--- src/rtl/rv32i_test_sequencer.sv ---
// rv32i_test_sequencer: drives one directed test run on rv32i_core.
// Optionally clears x1..x31 and data memory, holds the core in reset for a
// fixed time, lets it run until ecall or a cycle timeout, then re-halts it
// and reports PASS / FAIL / TIMEOUT together with the number of RUN cycles.
module rv32i_test_sequencer #(
  parameter int MEM_WORDS      = 1024,
  parameter int RST_CYCLES     = 10,
  parameter int TIMEOUT_CYCLES = 5000,
  parameter int CNT_W          = 16,
  localparam int AW            = (MEM_WORDS > 1) ? $clog2(MEM_WORDS) : 1
) (
  input  logic             clk,
  input  logic             rst_n,
  input  logic             start_i,
  input  logic             clear_i,
  input  logic             abort_i,
  input  logic             is_ecall_i,
  input  logic [31:0]      gp_i,
  output logic             core_rst_n_o,
  output logic             halt_o,
  output logic             rf_we_o,
  output logic [4:0]       rf_addr_o,
  output logic             mem_we_o,
  output logic [AW-1:0]    mem_addr_o,
  output logic [31:0]      wdata_o,
  output logic             busy_o,
  output logic             done_o,
  output logic [1:0]       result_o,
  output logic [CNT_W-1:0] cycles_o
);

  localparam int RW = $clog2(RST_CYCLES + 1);

  localparam logic [1:0] RES_NONE    = 2'b00;
  localparam logic [1:0] RES_PASS    = 2'b01;
  localparam logic [1:0] RES_FAIL    = 2'b10;
  localparam logic [1:0] RES_TIMEOUT = 2'b11;

  typedef enum logic [2:0] {
    IDLE, CLR_RF, CLR_MEM, RESET, RUN, DONE
  } state_t;

  state_t            state_reg;
  logic [RW-1:0]     rst_cnt_reg;
  logic [CNT_W-1:0]  cycles_inc;

  // Clear phases only ever write zero.
  assign wdata_o    = 32'd0;
  assign cycles_inc = cycles_o + CNT_W'(1);

  // Sequencer FSM; every output is registered and set on the transition
  // into the state that owns it.
  always_ff @(posedge clk or negedge rst_n) begin
    if (!rst_n) begin
      state_reg    <= IDLE;
      rst_cnt_reg  <= '0;
      core_rst_n_o <= 1'b0;
      halt_o       <= 1'b1;
      rf_we_o      <= 1'b0;
      rf_addr_o    <= '0;
      mem_we_o     <= 1'b0;
      mem_addr_o   <= '0;
      busy_o       <= 1'b0;
      done_o       <= 1'b0;
      result_o     <= RES_NONE;
      cycles_o     <= '0;
    end else begin
      done_o <= 1'b0;
      if (abort_i && state_reg != IDLE) begin
        // Abort beats ecall/timeout: park the core, no completion pulse.
        state_reg    <= IDLE;
        core_rst_n_o <= 1'b0;
        halt_o       <= 1'b1;
        rf_we_o      <= 1'b0;
        rf_addr_o    <= '0;
        mem_we_o     <= 1'b0;
        mem_addr_o   <= '0;
        busy_o       <= 1'b0;
        result_o     <= RES_NONE;
      end else begin
        case (state_reg)
          IDLE: begin
            if (start_i) begin
              result_o <= RES_NONE;
              cycles_o <= '0;
              busy_o   <= 1'b1;
              if (clear_i) begin
                state_reg <= CLR_RF;
                rf_we_o   <= 1'b1;
                rf_addr_o <= 5'd1;   // x0 is hardwired, skip it
              end else begin
                state_reg   <= RESET;
                halt_o      <= 1'b0;
                rst_cnt_reg <= '0;
              end
            end
          end
          CLR_RF: begin
            if (rf_addr_o == 5'd31) begin
              state_reg  <= CLR_MEM;
              rf_we_o    <= 1'b0;
              rf_addr_o  <= '0;
              mem_we_o   <= 1'b1;
              mem_addr_o <= '0;
            end else begin
              rf_addr_o <= rf_addr_o + 5'd1;
            end
          end
          CLR_MEM: begin
            if (mem_addr_o == AW'(MEM_WORDS - 1)) begin
              state_reg   <= RESET;
              mem_we_o    <= 1'b0;
              mem_addr_o  <= '0;
              halt_o      <= 1'b0;
              rst_cnt_reg <= '0;
            end else begin
              mem_addr_o <= mem_addr_o + AW'(1);
            end
          end
          RESET: begin
            if (rst_cnt_reg == RW'(RST_CYCLES - 1)) begin
              state_reg    <= RUN;
              core_rst_n_o <= 1'b1;
            end else begin
              rst_cnt_reg <= rst_cnt_reg + RW'(1);
            end
          end
          RUN: begin
            cycles_o <= cycles_inc;
            // Ecall takes precedence when it lands on the timeout cycle.
            if (is_ecall_i || cycles_inc == CNT_W'(TIMEOUT_CYCLES)) begin
              if (is_ecall_i) begin
                result_o <= (gp_i == 32'd1) ? RES_PASS : RES_FAIL;
              end else begin
                result_o <= RES_TIMEOUT;
              end
              state_reg    <= DONE;
              done_o       <= 1'b1;
              halt_o       <= 1'b1;
              core_rst_n_o <= 1'b0;
            end
          end
          DONE: begin
            state_reg <= IDLE;
            busy_o    <= 1'b0;
          end
          default: begin
            state_reg <= IDLE;
          end
        endcase
      end
    end
  end

endmodule

--- config.mk ---
export PLATFORM = sky130hd
export DESIGN_NAME = rv32i_test_sequencer
export DESIGN_NICKNAME = d
export VERILOG_FILES = /design/src/rtl/rv32i_test_sequencer.sv
export SDC_FILE = /design/constraint.sdc
export NUM_CORES = 1
export LEC_CHECK = 0
export CORE_MARGIN = 4
export CORE_UTILIZATION = 49
export DETAILED_ROUTE_END_ITERATION = 12
export HOLD_SLACK_MARGIN = 0.02
export PLACE_DENSITY = 0.95
export SLEW_MARGIN = 5
export SYNTH_ARGS = -nofsm -noshare
export SYNTH_HDL_FRONTEND = slang
export SYNTH_SLANG_ARGS = --single-unit
export TNS_END_PERCENT = 30
--- constraint.sdc ---
create_clock -name clk -period 4.2 [get_ports clk]
set_clock_uncertainty 0.15 [all_clocks]
set_input_delay 0.42 -clock clk [delete_from_list [all_inputs] [get_ports clk]]
set_output_delay 0.42 -clock clk [all_outputs]
set_load 0.05 [all_outputs]
# == Yosys cells after proc, flatten, opt, wreduce, memory -nomap -nowiden ==
# Index checks and enable logic that the tools add are counted.
# classes
add_sub_neg,4
eq_ne,21
mux,54
n_bitwise,1
n_reduce_logical,23
# op_table
operator,n
"32-bit by 1-bit == test with 1-bit output, second input constant",1
16-bit case mux with 2 select lines,1
10-bit 2-to-1 mux,3
"3-bit != test, second input constant",7
3-bit nonzero test,7
5-bit 2-to-1 mux,4
10-bit case mux with 2 select lines,1
1-bit 2-to-1 mux,19
3-bit 2-to-1 mux,6
"16-bit by 1-bit adder with 16-bit output, second input constant",1
"16-bit by 13-bit == test with 1-bit output, second input constant",1
16-bit 2-to-1 mux,1
4-bit 2-to-1 mux,4
3-bit case mux with 5 select lines,1
3-bit AND reduction,5
2-bit 2-to-1 mux,6
4-bit case mux with 3 select lines,1
"10-bit by 1-bit adder with 10-bit output, second input constant",1
"10-bit == test, second input constant",1
5-bit case mux with 2 select lines,1
5-bit AND reduction,2
"2-bit != test, second input constant",4
1-bit case mux with 2 select lines,4
"3-bit by 2-bit == test with 1-bit output, second input constant",2
other kinds (17),19
# totals
register_bits,46
output_inout_bits,71
elab_cells,115

# == Logic depth before layout (Yosys ltp) ==
# logic_depth
ltp_word,6
depth_mapped,9
depth_no_buf,9

# == Worst setup path after synthesis ==
# Ideal clock, no wire load.
# synth_timing
kind,register to register
start,reg cycles_o[0]
end,reg core_rst_n_o
setup_time_ns,0.120
t_arrival_ns,2.597
required_ns,3.930
path_slack_ns,1.333
stages_incl_launch_ff,9
path_buffers,1
synth_period_minus_slack_ns,2.867
path_cell_list,dfrtp_1 -> ha_1 -> nand3_2 -> or2_1 -> buf_6 -> o31a_1 -> a2111oi_2 -> a31oi_1 -> a31o_1
# synth_via
elab_chain_len,5
# synth_rtl
item,line_no,source
from (decl),29,output logic [CNT_W-1:0] cycles_o
from (signal assigned),129,cycles_o <= cycles_inc;
16-bit by 1-bit adder with 16-bit output,49,assign cycles_inc = cycles_o + CNT_W'(1);
16-bit by 13-bit == test with 1-bit output,131,if (is_ecall_i || cycles_inc == CNT_W'(TIMEOUT_CYCLES)) begin
1-bit logical OR,131,
3-bit != test (no source line),n/a,
3-bit AND reduction (no source line),n/a,
to (signal assigned),72,core_rst_n_o <= 1'b0;
to (signal assigned),123,core_rst_n_o <= 1'b1;
to (signal assigned),140,core_rst_n_o <= 1'b0;
to (decl),19,"output logic core_rst_n_o,"
# No other way between the ends.
# A chain may end at the register's enable or synchronous reset.

# == Worst setup path in the final report ==
# Same ends and word-level chain as after synthesis.

==> results.txt <==
For the worst-skew pair, the clock arrives at the later sink with an insertion delay of 0.30 ns. The minimum clock period after layout was 2.71 ns. The run gives 3050 sq um as the area of the mapped netlist. For this run, the number of Yosys warnings is 0. For this run, design rule violations remaining after detail routing come to 0. Data required time of the critical path: 4.25 ns. The clock drives 46 sinks. In this run the deepest clock path goes through 2 buffers.

Entering global routing, the biggest net connects 47 pins. The detailed router finished its first iteration with 302 violations. The number of endpoints with negative hold slack in the final report was 0.

The power density over the cells works out to 386 nW/um^2. End of the worst register-to-register path: core_rst_n_o. STA classifies the critical path endpoint as a flop.

Synthesis produced a netlist whose cell count is 366. The logic depth of the worst register-to-register path is 7. After clock tree synthesis, the clock-pin slew on the worst setup and hold paths is 0.09 ns. In this run the vertical extent of the chip is 86.9 microns. The congestion estimate from routability-driven global placement came to 0.852. Dividing the detail-routed via count by the number of cells gives 5.76.

In the layout the commonest cells are sky130_fd_sc_hd__clkdlybuf4s50_1 (75), sky130_fd_sc_hd__o21ai_0 (52), sky130_fd_sc_hd__dfrtp_1 (45). The setup check on the worst reg-to-reg path leaves a slack of 1.49 ns. For this design, the slowest cell found on the critical path is sky130_fd_sc_hd__dfrtp_1. Ranked by flip-flop count, first place goes to cycles_o. The maximum fanout encountered on the critical timing path was 10; the post-CTS setup-driven buffer insertion count was 0. Yosys mapped a number of flops with a built-in enable equal to 0.

The number of flip-flops under the largest register name came out at 16. The floorplan has 28 rows. The post-synthesis area per instance was 8.33 sq um. After routing, the total negative slack on setup checks comes to 0 ns. The worst setup path is launched from a flop.

Counting flops with an async set or reset pin after synthesis yields a share of 100%. Summed over all cells, the static leakage comes to 0.00158 uW. Family with the most delay on the worst path: compound AO/OA/AOI/OAI gates. The run gives 109 as the number of top-level pins.

The flow ran to the end, and the final reports show no timing, DRC or antenna violations. The min-delay analysis places its worst path in the category primary input to async pin. The first detailed-routing pass ran for 5 iterations. The run gives 0 as the max-cap violation count. Global routing consumed, over all layers together, 21.0% of the routing resources. Once the floorplan was initialized, standard cells occupied 50.9% of the core.

For this block, the routed nets add up to 7920 microns of wire. After clock tree synthesis, the flow added hold-fix buffers numbering 0. The die covers 7550 sq um. Number of distinct library cells after synthesis: 55. Clock tree synthesis inserted a total of 5 buffers.

The tools report the cell at the root of the clock tree as sky130_fd_sc_hd__clkbuf_8. The core region area is 5990 sq um. The fraction of layout instances using a drive strength above 1 works out to 5.06%.

Summing over every cut layer, the via total after detailed routing is 2,939. For the number of max-slew violations in the final report, the log shows 0. The count of antenna diodes in the layout was 0; the maximum clock rate was 369 MHz.

In this run the number of cells on the critical path is 7. Among all flip-flop cells after synthesis, the most frequent one is sky130_fd_sc_hd__dfrtp_1. Data on the critical path arrives at its endpoint at 2.76 ns. The worst path setup slack after routing is 1.49 ns, and the synthesized flop and latch total is 46. The run gives 5680 microns as the HPWL reported at the end of detailed placement.

The run gives 32.3% as the worst max-slew margin expressed relative to the limit. IR analysis of the VDD net gives a maximum drop of 0.000353 V. Setup violations remaining at the end of the flow were counted as 0. For the pin with the worst max-slew slack, the measured transition is 1.01 ns. The library cell used most frequently in the layout, excluding fill and tap cells, is sky130_fd_sc_hd__clkdlybuf4s50_1. For the number of antenna violations at the first check in global routing, the log shows 0. TritonCTS built the clock tree.

Summing the sequential cell areas from Yosys gives 37.8% of the chip area. The number of buffer and inverter instances along the worst setup path came out at 0. Category of the critical setup timing path: flop to flop. The logs give 2,793 for the number of global-route vias before repair and 0 for the post-detailed-route count of antenna-violating nets. The final cycle utilization of the critical path is 64.6%.

The signal on the critical path passes through ha_1, nand3_2, or2_1, o31a_1, a2111oi_2, a31oi_1, a31o_1. Relative to the synthesized area, the layout overhead comes to 25.4%. The first global-routing pass estimated 12,800 microns of wire. Summed over all layers, the global routing overflow is 0. The largest registers in the layout are cycles_o: 16 flops, mem_addr_o: 10 flops, rf_addr_o: 5 flops. The H-tree generated during clock tree synthesis spans 2 levels. The maximum single-stage delay on the critical path was 0.50 ns. In this run, post-CTS repair resized a total of 0 instances. The final net count was 479; the count of buffers inserted at the top-level ports was 76. Measured along the x axis, the die boundary spans 86.9 microns. Before CTS, the worst setup slack after placement is 1.44 ns. Launch instance of the worst register-to-register path: cycles_o[0]. In the final routed layout, each cell accounts on average for 15.5 microns. Setup repair after global routing left no endpoint under its margin.
## report_power, final
group          internal (uW)  switching [uW]
clock network            178             154
logic                    180             396
registers                495            74.5
total                    853             625
## Yosys cell counts (all sizes together) (8+ instances only)
master / number / area [sq um]
nand3: 16 / 85.1
nor4: 12 / 90.1
nor3: 8 / 40.0
a21oi: 15 / 75.1
nand2: 43 / 161
inv: 8 / 30.0
nand2b: 8 / 50.1
nor2: 28 / 105
dfrtp: 45 / 1130
buf: 36 / 274
clkbuf: 13 / 50.0
o21ai: 52 / 260
## worst register-to-register path: stages (launching register included)
cell	delay, ns
sky130_fd_sc_hd__dfrtp_1	0.50
sky130_fd_sc_hd__ha_1	0.30
sky130_fd_sc_hd__nand3_2	0.11
sky130_fd_sc_hd__or2_1	0.33
sky130_fd_sc_hd__o31a_1	0.35
sky130_fd_sc_hd__a2111oi_2	0.40
sky130_fd_sc_hd__a31oi_1	0.22
sky130_fd_sc_hd__a31o_1	0.26
## worst max path at each step
stage | to | slack, ns | from
after floorplan | core_rst_n_o | 1.33 | cycles_o[0]
after global placement | mem_addr_o[7] | 1.52 | abort_i
after detailed placement | mem_addr_o[7] | 1.44 | abort_i
after CTS | core_rst_n_o | 1.51 | cycles_o[0]
after global routing | core_rst_n_o | 1.22 | cycles_o[0]
final | core_rst_n_o | 1.49 | cycles_o[0]
## logic make-up (layout without fill, tap and decap cells)
group                      after synthesis  count (layout)  synth area share (%)
AOI/OAI and AO/OA                       98              98                  19.8
xor gates and xnor gates                 7               7                  2.01
adders and majority gates                7               7                  2.87
buffers and inverters                   58              96                  11.7
DFF                                     46              46                  37.8
muxes                                    4               4                  1.35
other                                    1              32                 0.123
and+or+nand+nor                        145             145                  24.3
## routing by layer
| layer | global-route usage, % | part of all wire [%] | up-vias |
|---|---|---|---|
| li1 | - | - | 1376 |
| met1 | 26.7 | 40 | 1415 |
| met2 | 35.1 | 51 | 121 |
| met3 | 3.50 | 5.7 | 27 |
| met4 | 9.21 | 3.0 | 0 |
| met5 | 0 | 0 | - |
## area by class of cell
type                       count  area, sq um
fill                         490         2170
multi-input combinational    293         1660
sequential                    46         1150
timing repair buffer          79          778
tap                           75         93.8
clock buffer                   6         72.6
clock inverter                 2         37.5
inverter                       9         33.8
## per-stage QoR
stage | hold WS (ns) | cells | cell area (sq um) | power (uW) | util [%]
detailed placement | 0.346 | 502 | 3710 | 1140 | 62.0
CTS | 0.181 | 510 | 3820 | 1480 | 63.8
floorplan | -0.0256 | 397 | 3170 | 975 | -
finish | 0.139 | 510 | 3820 | 1480 | 63.8
global placement | 0.337 | 502 | 3710 | 1130 | 62.0
global route | 0.228 | 510 | 3820 | 1550 | 63.8
Note: power is estimated with default switching activity, not from simulation.
